--- src/rtl/adder_bist_if.sv ---
// BIST controller <-> adder-under-test signal bundle.
// The master modport belongs to the BIST controller. The slave modport belongs to the adder/observer side.
interface adder_bist_if;
   logic       start;
   logic [3:0] A_out;
   logic [3:0] B_out;
   logic       C0_out;
   logic [3:0] S_in;
   logic       C4_in;
   logic       busy;
   logic       done;
   logic       pass;
   logic [9:0] err_cnt;
   logic       fail_valid;
   logic [8:0] first_fail;

   modport master (
      input  start, S_in, C4_in,
      output A_out, B_out, C0_out, busy, done, pass, err_cnt, fail_valid, first_fail
   );

   modport slave (
      output start, S_in, C4_in,
      input  A_out, B_out, C0_out, busy, done, pass, err_cnt, fail_valid, first_fail
   );
endinterface

--- src/rtl/adder_bist.sv ---
// Exhaustive 512-vector BIST sweep of an external 4-bit adder.
// Each vector takes LAT+2 cycles. start is ignored while busy. Define ADDER_BIST_CAPTURE_EN to record the first failing index.
module adder_bist #(
   parameter int unsigned LAT = 2
) (
   input  logic         clk,
   input  logic         rst_n,
   adder_bist_if.master io_bus
);

   typedef enum logic [2:0] {
      S_IDLE,
      S_DRIVE,
      S_WAIT,
      S_CHECK,
      S_DONE
   } state_t;

   state_t     r_state;
   state_t     w_next;
   logic [8:0] r_idx;
   logic [3:0] r_wait;
   logic [9:0] r_err_cnt;
   logic [4:0] w_expect;
   logic       w_mismatch;
   logic       w_start_run;

   // The operand outputs come straight from the index register, so they stay stable for the whole vector.
   assign w_expect    = {1'b0, r_idx[7:4]} + {1'b0, r_idx[3:0]} + {4'b0000, r_idx[8]};
   assign w_mismatch  = ({io_bus.C4_in, io_bus.S_in} != w_expect);
   assign w_start_run = ((r_state == S_IDLE) || (r_state == S_DONE)) && io_bus.start;

   always_comb begin
      w_next = r_state;
      case (r_state)
         S_IDLE:  if (io_bus.start) w_next = S_DRIVE;
         S_DRIVE: w_next = S_WAIT;
         S_WAIT:  if (r_wait == 4'd0) w_next = S_CHECK;
         S_CHECK: w_next = (r_idx == 9'h1FF) ? S_DONE : S_DRIVE;
         S_DONE:  if (io_bus.start) w_next = S_DRIVE;
         default: w_next = S_IDLE;
      endcase
   end

   always_ff @(posedge clk or negedge rst_n) begin
      if (!rst_n) begin
         r_state   <= S_IDLE;
         r_idx     <= 9'd0;
         r_wait    <= 4'd0;
         r_err_cnt <= 10'd0;
      end else begin
         r_state <= w_next;
         if (w_start_run) begin
            r_idx     <= 9'd0;
            r_err_cnt <= 10'd0;
         end
         case (r_state)
            S_DRIVE: r_wait <= 4'(LAT - 1);
            S_WAIT:  if (r_wait != 4'd0) r_wait <= r_wait - 4'd1;
            S_CHECK: begin
               if (w_mismatch) r_err_cnt <= r_err_cnt + 10'd1;
               if (r_idx != 9'h1FF) r_idx <= r_idx + 9'd1;
            end
            default: ;
         endcase
      end
   end

`ifdef ADDER_BIST_CAPTURE_EN
   logic       r_fail_valid;
   logic [8:0] r_first_fail;

   always_ff @(posedge clk or negedge rst_n) begin
      if (!rst_n) begin
         r_fail_valid <= 1'b0;
         r_first_fail <= 9'd0;
      end else if (w_start_run) begin
         r_fail_valid <= 1'b0;
         r_first_fail <= 9'd0;
      end else if ((r_state == S_CHECK) && w_mismatch && !r_fail_valid) begin
         r_fail_valid <= 1'b1;
         r_first_fail <= r_idx;
      end
   end

   assign io_bus.fail_valid = r_fail_valid;
   assign io_bus.first_fail = r_first_fail;
`else
   assign io_bus.fail_valid = 1'b0;
   assign io_bus.first_fail = 9'd0;
`endif

   assign io_bus.C0_out  = r_idx[8];
   assign io_bus.A_out   = r_idx[7:4];
   assign io_bus.B_out   = r_idx[3:0];
   assign io_bus.busy    = (r_state == S_DRIVE) || (r_state == S_WAIT) || (r_state == S_CHECK);
   assign io_bus.done    = (r_state == S_DONE);
   assign io_bus.pass    = (r_state == S_DONE) && (r_err_cnt == 10'd0);
   assign io_bus.err_cnt = r_err_cnt;

endmodule
--- src/flat_wrapper.sv ---
// flat-port wrapper written by rule: the top's interface ports become plain ports
module adder_bist_flat 
#(
   parameter int unsigned LAT = 2
)
  (clk, rst_n, io_bus_start, io_bus_S_in, io_bus_C4_in, io_bus_A_out, io_bus_B_out, io_bus_C0_out, io_bus_busy, io_bus_done, io_bus_pass, io_bus_err_cnt, io_bus_fail_valid, io_bus_first_fail);
  adder_bist_if io_bus_i ();
  input  logic clk;
  input  logic rst_n;
  input wire logic [$bits(io_bus_i.start)-1:0] io_bus_start;
  input wire logic [$bits(io_bus_i.S_in)-1:0] io_bus_S_in;
  input wire logic [$bits(io_bus_i.C4_in)-1:0] io_bus_C4_in;
  output wire logic [$bits(io_bus_i.A_out)-1:0] io_bus_A_out;
  output wire logic [$bits(io_bus_i.B_out)-1:0] io_bus_B_out;
  output wire logic [$bits(io_bus_i.C0_out)-1:0] io_bus_C0_out;
  output wire logic [$bits(io_bus_i.busy)-1:0] io_bus_busy;
  output wire logic [$bits(io_bus_i.done)-1:0] io_bus_done;
  output wire logic [$bits(io_bus_i.pass)-1:0] io_bus_pass;
  output wire logic [$bits(io_bus_i.err_cnt)-1:0] io_bus_err_cnt;
  output wire logic [$bits(io_bus_i.fail_valid)-1:0] io_bus_fail_valid;
  output wire logic [$bits(io_bus_i.first_fail)-1:0] io_bus_first_fail;
  assign io_bus_i.start = io_bus_start;
  assign io_bus_i.S_in = io_bus_S_in;
  assign io_bus_i.C4_in = io_bus_C4_in;
  assign io_bus_A_out = io_bus_i.A_out;
  assign io_bus_B_out = io_bus_i.B_out;
  assign io_bus_C0_out = io_bus_i.C0_out;
  assign io_bus_busy = io_bus_i.busy;
  assign io_bus_done = io_bus_i.done;
  assign io_bus_pass = io_bus_i.pass;
  assign io_bus_err_cnt = io_bus_i.err_cnt;
  assign io_bus_fail_valid = io_bus_i.fail_valid;
  assign io_bus_first_fail = io_bus_i.first_fail;
  adder_bist #(.LAT(LAT)) u_core (.clk(clk), .rst_n(rst_n), .io_bus(io_bus_i));
endmodule
--- config.mk ---
export PLATFORM = sky130hd
export DESIGN_NAME = adder_bist_flat
export DESIGN_NICKNAME = d
export VERILOG_FILES = /design/src/rtl/adder_bist_if.sv /design/src/rtl/adder_bist.sv /design/src/flat_wrapper.sv
export SDC_FILE = /design/constraint.sdc
export NUM_CORES = 1
export LEC_CHECK = 0
export CORE_MARGIN = 1
export CORE_UTILIZATION = 45
export DETAILED_ROUTE_END_ITERATION = 10
export PLACE_DENSITY = 0.85
export SLEW_MARGIN = 40
export SYNTH_ARGS = -nofsm -noshare
export SYNTH_HDL_FRONTEND = slang
export SYNTH_SLANG_ARGS = --single-unit
--- constraint.sdc ---
create_clock -name clk -period 3.1 [get_ports clk]
set_input_delay 0.62 -clock clk [delete_from_list [all_inputs] [get_ports clk]]
set_output_delay 0.62 -clock clk [all_outputs]
set_load 0.1 [all_outputs]
# After elaboration in Yosys (flattened, before gate mapping)
# Cells that the tools add are included.
op_classes:
  add_sub_neg: 5
  multipliers: 0
  div: 0
  n_lt_le_gt_ge: 0
  eq_ne: 10
  shift: 0
  n_mux: 12
  n_bitwise: 0
  reduce_logical: 13
op_table:
  columns: ["op", "count"]
  rows:
  - ["two-way mux 10 bit", 3]
  - ["two-way mux 9 bit", 3]
  - ["one-hot mux 3 bit (4 select lines)", 1]
  - ["adder 10 x 1 -> 10 bit (second input constant)", 1]
  - ["logical NOT 10 bit", 1]
  - ["adder 9 x 1 -> 9 bit (second input constant)", 1]
  - ["equality test 9 bit (second input constant)", 1]
  - ["two-way mux 3 bit", 3]
  - ["!= test 9 bit (second input constant)", 1]
  - ["one-hot mux 4 bit (2 select lines)", 1]
  - ["equality test 3 x 2 -> 1 bit (second input constant)", 2]
  - ["!= test 2 x 1 -> 1 bit (second input constant)", 3]
  - ["adder 4 x 4 -> 5 bit", 1]
  - ["adder 5 x 1 -> 5 bit", 1]
  - ["!= test 5 bit", 1]
  - ["logical NOT 4 bit", 1]
  - ["two-way mux 4 bit", 1]
  - ["AND reduction 2 bit", 2]
  - ["nonzero test 4 bit", 1]
  - ["subtractor 4 x 1 -> 4 bit (second input constant)", 1]
  - ["equality test 3 x 1 -> 1 bit (second input constant)", 1]
  - ["equality test 3 bit (second input constant)", 1]
  - ["logical NOT 3 bit", 1]
  - ["logical OR 1 bit", 3]
  - ["other kinds (3)", 4]
word_totals:
  regBits: 26
  latchBits: 0
  ramBits: 0
  rom_bits: 0
  elab_cells: 44
  n_memories: 0

# Depth between registers and ports, before layout
depth:
  word_depth: 6
  mapped_depth: 10

# Least setup slack after synthesis
# OpenSTA, ideal clock, no wires.
synth_timing:
  path_type: "reg-to-output"
  from: "register u_core.r_err_cnt[4] (netlist: u_core.io_bus.err_cnt[4])"
  to: "output io_bus_pass"
  t_arrival_ps: 4387
  t_required_ps: 2480
  path_slack_ps: -1907
  path_stages_with_launch: 4
  path_buffers: 1
  path_cell_list: "dfrtp_1 > clkbuf_1 > or4_1 > nor4_1"
synth_via:
  elab_chain_cells: 2
synth_lines:
  columns: ["item", "line_no", "source"]
  rows:
  - ["from (decl)", "adder_bist.sv:23", "logic [9:0] r_err_cnt;"]
  - ["from (signal assigned)", "adder_bist.sv:61", "if (w_mismatch) r_err_cnt <= r_err_cnt + 10'd1;"]
  - ["logical NOT 10 bit", "adder_bist.sv:98", "assign io_bus.pass = (r_state == S_DONE) && (r_err_cnt == 10'd0);"]
  - ["logical AND 1 bit", "adder_bist.sv:98", null]
  - ["to (decl)", "flat_wrapper.sv:18", "output wire logic [$bits(io_bus_i.pass)-1:0] io_bus_pass;"]
# No other way between the ends.

# Worst setup path in the final report
layout_timing:
  from: "register u_core.r_idx[0]"
  to: "register u_core.r_err_cnt[8] (netlist: u_core.io_bus.err_cnt[8])"
layout_via:
  elab_chain_cells: 5
layout_lines:
  columns: ["item", "line_no", "source"]
  rows:
  - ["from (decl)", "adder_bist.sv:21", "logic [8:0] r_idx;"]
  - ["from (signal assigned)", "adder_bist.sv:62", "if (r_idx != 9'h1FF) r_idx <= r_idx + 9'd1;"]
  - ["adder 4 x 4 -> 5 bit", "adder_bist.sv:29", "assign w_expect = {1'b0, r_idx[7:4]} + {1'b0, r_idx[3:0]} + {4'b0000, r_idx[8]};"]
  - ["adder 5 x 1 -> 5 bit", "adder_bist.sv:29", null]
  - ["!= test 5 bit", "adder_bist.sv:30", "assign w_mismatch = ({io_bus.C4_in, io_bus.S_in} != w_expect);"]
  - ["two-way mux 10 bit", "adder_bist.sv:61", null]
  - ["two-way mux 10 bit", "adder_bist.sv:57", "case (r_state)"]
# No other way between the ends.
# A chain may end at the register's enable or synchronous reset.

==> run_results.csv <==
group,metric,value,unit
placement,placed_cells,270,
run,cap_violations,0,
timing,finClkSkew,4.47,ps
power_and_ir_drop,power.density,907,nW/um2
synthesis,yosysWarningCount,0,
outcome,status,"complete, no violations",
synthesis,syn_inst,199,
synthesis,async_reset_ff_frac,1.00,
timing,fin_ws,375,ps
timing,slew_headroom,0.642,
critical_path,cp.required,3280,ps
synthesis,synth-seq-area-share,0.367,
die,io_pins,40,
power_and_ir_drop,p_sw,1050,uW
synthesis,synth_top_cells_by_area,"dfrtp_1 (37%), ha_1 (6.4%), buf_4 (4.2%)",
cts,cts_tree,"built",
final_layout,nNetsFinal,246,
cts,postCtsSetupRepairBufs,0,
routing,drtIter0Drc,137,
synthesis,yosys.area.top_type,"dfrtp_1",
synthesis,postSynthAreaPerCell,8.90,um2
placement,port_buffers,29,
grt,grt_pass1_vias,1492,
routing,first_pass_iters,4,
power_and_ir_drop,p_clk_frac,0.116,
die,initial_core_util,0.476,
die,die_width,64.7,um
critical_path,cp-start-kind,"flop",
synthesis,syn_area,1770,um2
power_and_ir_drop,leakage,0.000982,uW
placement,dp_hpwl,2730,um
timing,rsz0062_at_grt,"false",
die,core,3720,um2
final_layout,final_util,0.562,
routing,totalWireLength,3720,um
final_layout,area_growth,17.9,%
timing,setup_violations,0,
hold_path,hp-class,"flop to flop",
timing,maxSlewViolCount,0,
power_and_ir_drop,swShare,0.556,
routing,wire_per_inst,13.6,um
cts,holdBufCountCts,0,
critical_path,rrSetupSlack,380,ps
routing,num_vias,1514,
synthesis,ys_ff_latch,26,
grt,antenna_found_initial,0,
timing,fmax,0.367,GHz
cts,cts-buffers-inserted,3,
cts,root_buffer,"clkbuf_8",
critical_path,crit_arrival,2910,ps
power_and_ir_drop,combPwrFrac,0.589,
power_and_ir_drop,p_int,841,uW
cts,htree_levels,1,
synthesis,ys_types,45,
grt,grt_max_degree,27,
die,die_area,4190,um2
timing,fin_crit_sh,0.879,
power_and_ir_drop,ir_drop,0.792,mV
cts,cts.sinks,26,
power_and_ir_drop,seqPwrFrac,0.295,
final_layout,layout-drive-gt1-share,0.168,
timing,tightest_slew,537,ps
final_layout,diodes,0,
synthesis,synth_commonest_cells,"dfrtp_1 (26), nand2_1 (19), inv_1 (18)",
cts,clock_latency,270,ps
synthesis,synth_top_area_frac,0.367,
final_layout,instances_no_fill,274,
timing,final-hold-violation-count,0,
grt,grtUsageTotal,0.203,
synthesis,dominantRegCellSynth,"dfrtp_1",
routing,drc,0,
cts,clk_path_buf_depth,2,
critical_path,path_max_fanout,11,
timing,post-route-min-period,2720,ps
placement,dp_slack,398,ps
critical_path,crit_type,"flop to flop",
die,rows,22,
cts,cts_resized,0,
routing,viasPerCell,5.53,
routing,ant_nets,0,
synthesis,synth_edf_count,0,
critical_path,end_kind,"flop",
grt,grt_pass1_wl,6600,um
grt,overflow,0,
synthesis,synthMostInstantiatedCell,"dfrtp_1",
cts,clkTransAtPathRegs,90,ps
placement,gp_congestion,0.823,
die,die_y,64.7,um
-- flip-flops by register name (all words and copies together), names as in the netlist --
register,flops
u_core.io_bus.err_cnt,10
u_core.r_idx,9
u_core.r_wait,4
u_core.r_state,3
-- kinds of logic after synthesis --
kind of cell               count (synthesis)  share of synthesized area
buffers and inverters                     36                      0.104
AOI/OAI and AO/OA                         38                      0.149
DFF                                       26                      0.367
and+or+nand+nor                           72                      0.212
muxes                                      6                     0.0346
xor gates and xnor gates                   9                     0.0445
adders and majority gates                 11                     0.0862
other                                      1                    0.00212
-- worst paths after layout --
kind | start | endpoint | depth (start not counted)
max | u_core.r_idx[0] | u_core.io_bus.err_cnt[8] | 8
min | u_core.r_idx[4] | u_core.r_idx[4] | 1
max reg2reg | u_core.r_idx[0] | u_core.io_bus.err_cnt[8] | 8
min reg2reg | u_core.r_idx[4] | u_core.r_idx[4] | 1
max in group asynchronous | rst_n | u_core.r_idx[0] | 2
min in group asynchronous | rst_n | u_core.io_bus.err_cnt[3] | 2
-- through the flow --
stage / hold WS, ps / total power, uW / cell area, um2 / setup TNS (ps)
after floorplan: 324 / 1450 / 1820 / -147
after global placement: 511 / 1640 / 2020 / 0
after detailed placement: 532 / 1660 / 2020 / 0
after CTS: 549 / 1890 / 2080 / 0
after global routing: 565 / 2020 / 2090 / 0
final: 545 / 1890 / 2090 / 0
-- cells in the final DEF, fill, tap and decap left out, drive strengths merged, types with 4 or more instances in the layout --
cell type,count
xnor2,7
ha,9
inv,18
buf,25
nand3,7
nor2,17
o221ai,6
clkdlybuf4s50,7
conb,10
clkbuf,4
nand2,19
nand2b,5
dfrtp,26
a21oi,5
and3,4
mux2i,5
o21ai,13
nand4,4
-- metal layers --
| metal | wire, um | GRT usage |
|---|---|---|
| met1 | 1740 | 0.262 |
| met2 | 1740 | 0.327 |
| met3 | 195 | 0.0299 |
| met4 | 51 | 0.108 |
| met5 | 0 | 0 |
-- power groups by stage --
stage          sequential (uW)  clock (uW)  combinational [uW]
3_5_place_dp               561           0                1100
3_3_place_gp               554           0                1090
6_report                   559         220                1120
4_1_cts                    554         225                1110
5_1_grt                    580         237                1200
2_1_floorplan              849           0                 601
-- cell type report --
type	instances	area, um2
fill	355	1630
tap	48	60.1
inverter	18	67.6
clock buffer	4	55.1
multi-input combinational	146	992
timing repair buffer	32	258
sequential	26	654
-- critical path: stages, from the launching register on --
cell,delay [ps]
dfrtp_2,430
inv_1,70
fa_1,400
inv_1,80
fa_1,420
xor2_1,170
or3_4,450
o31a_1,400
o221ai_1,210
No activity file was read; power rests on OpenSTA's default activity.
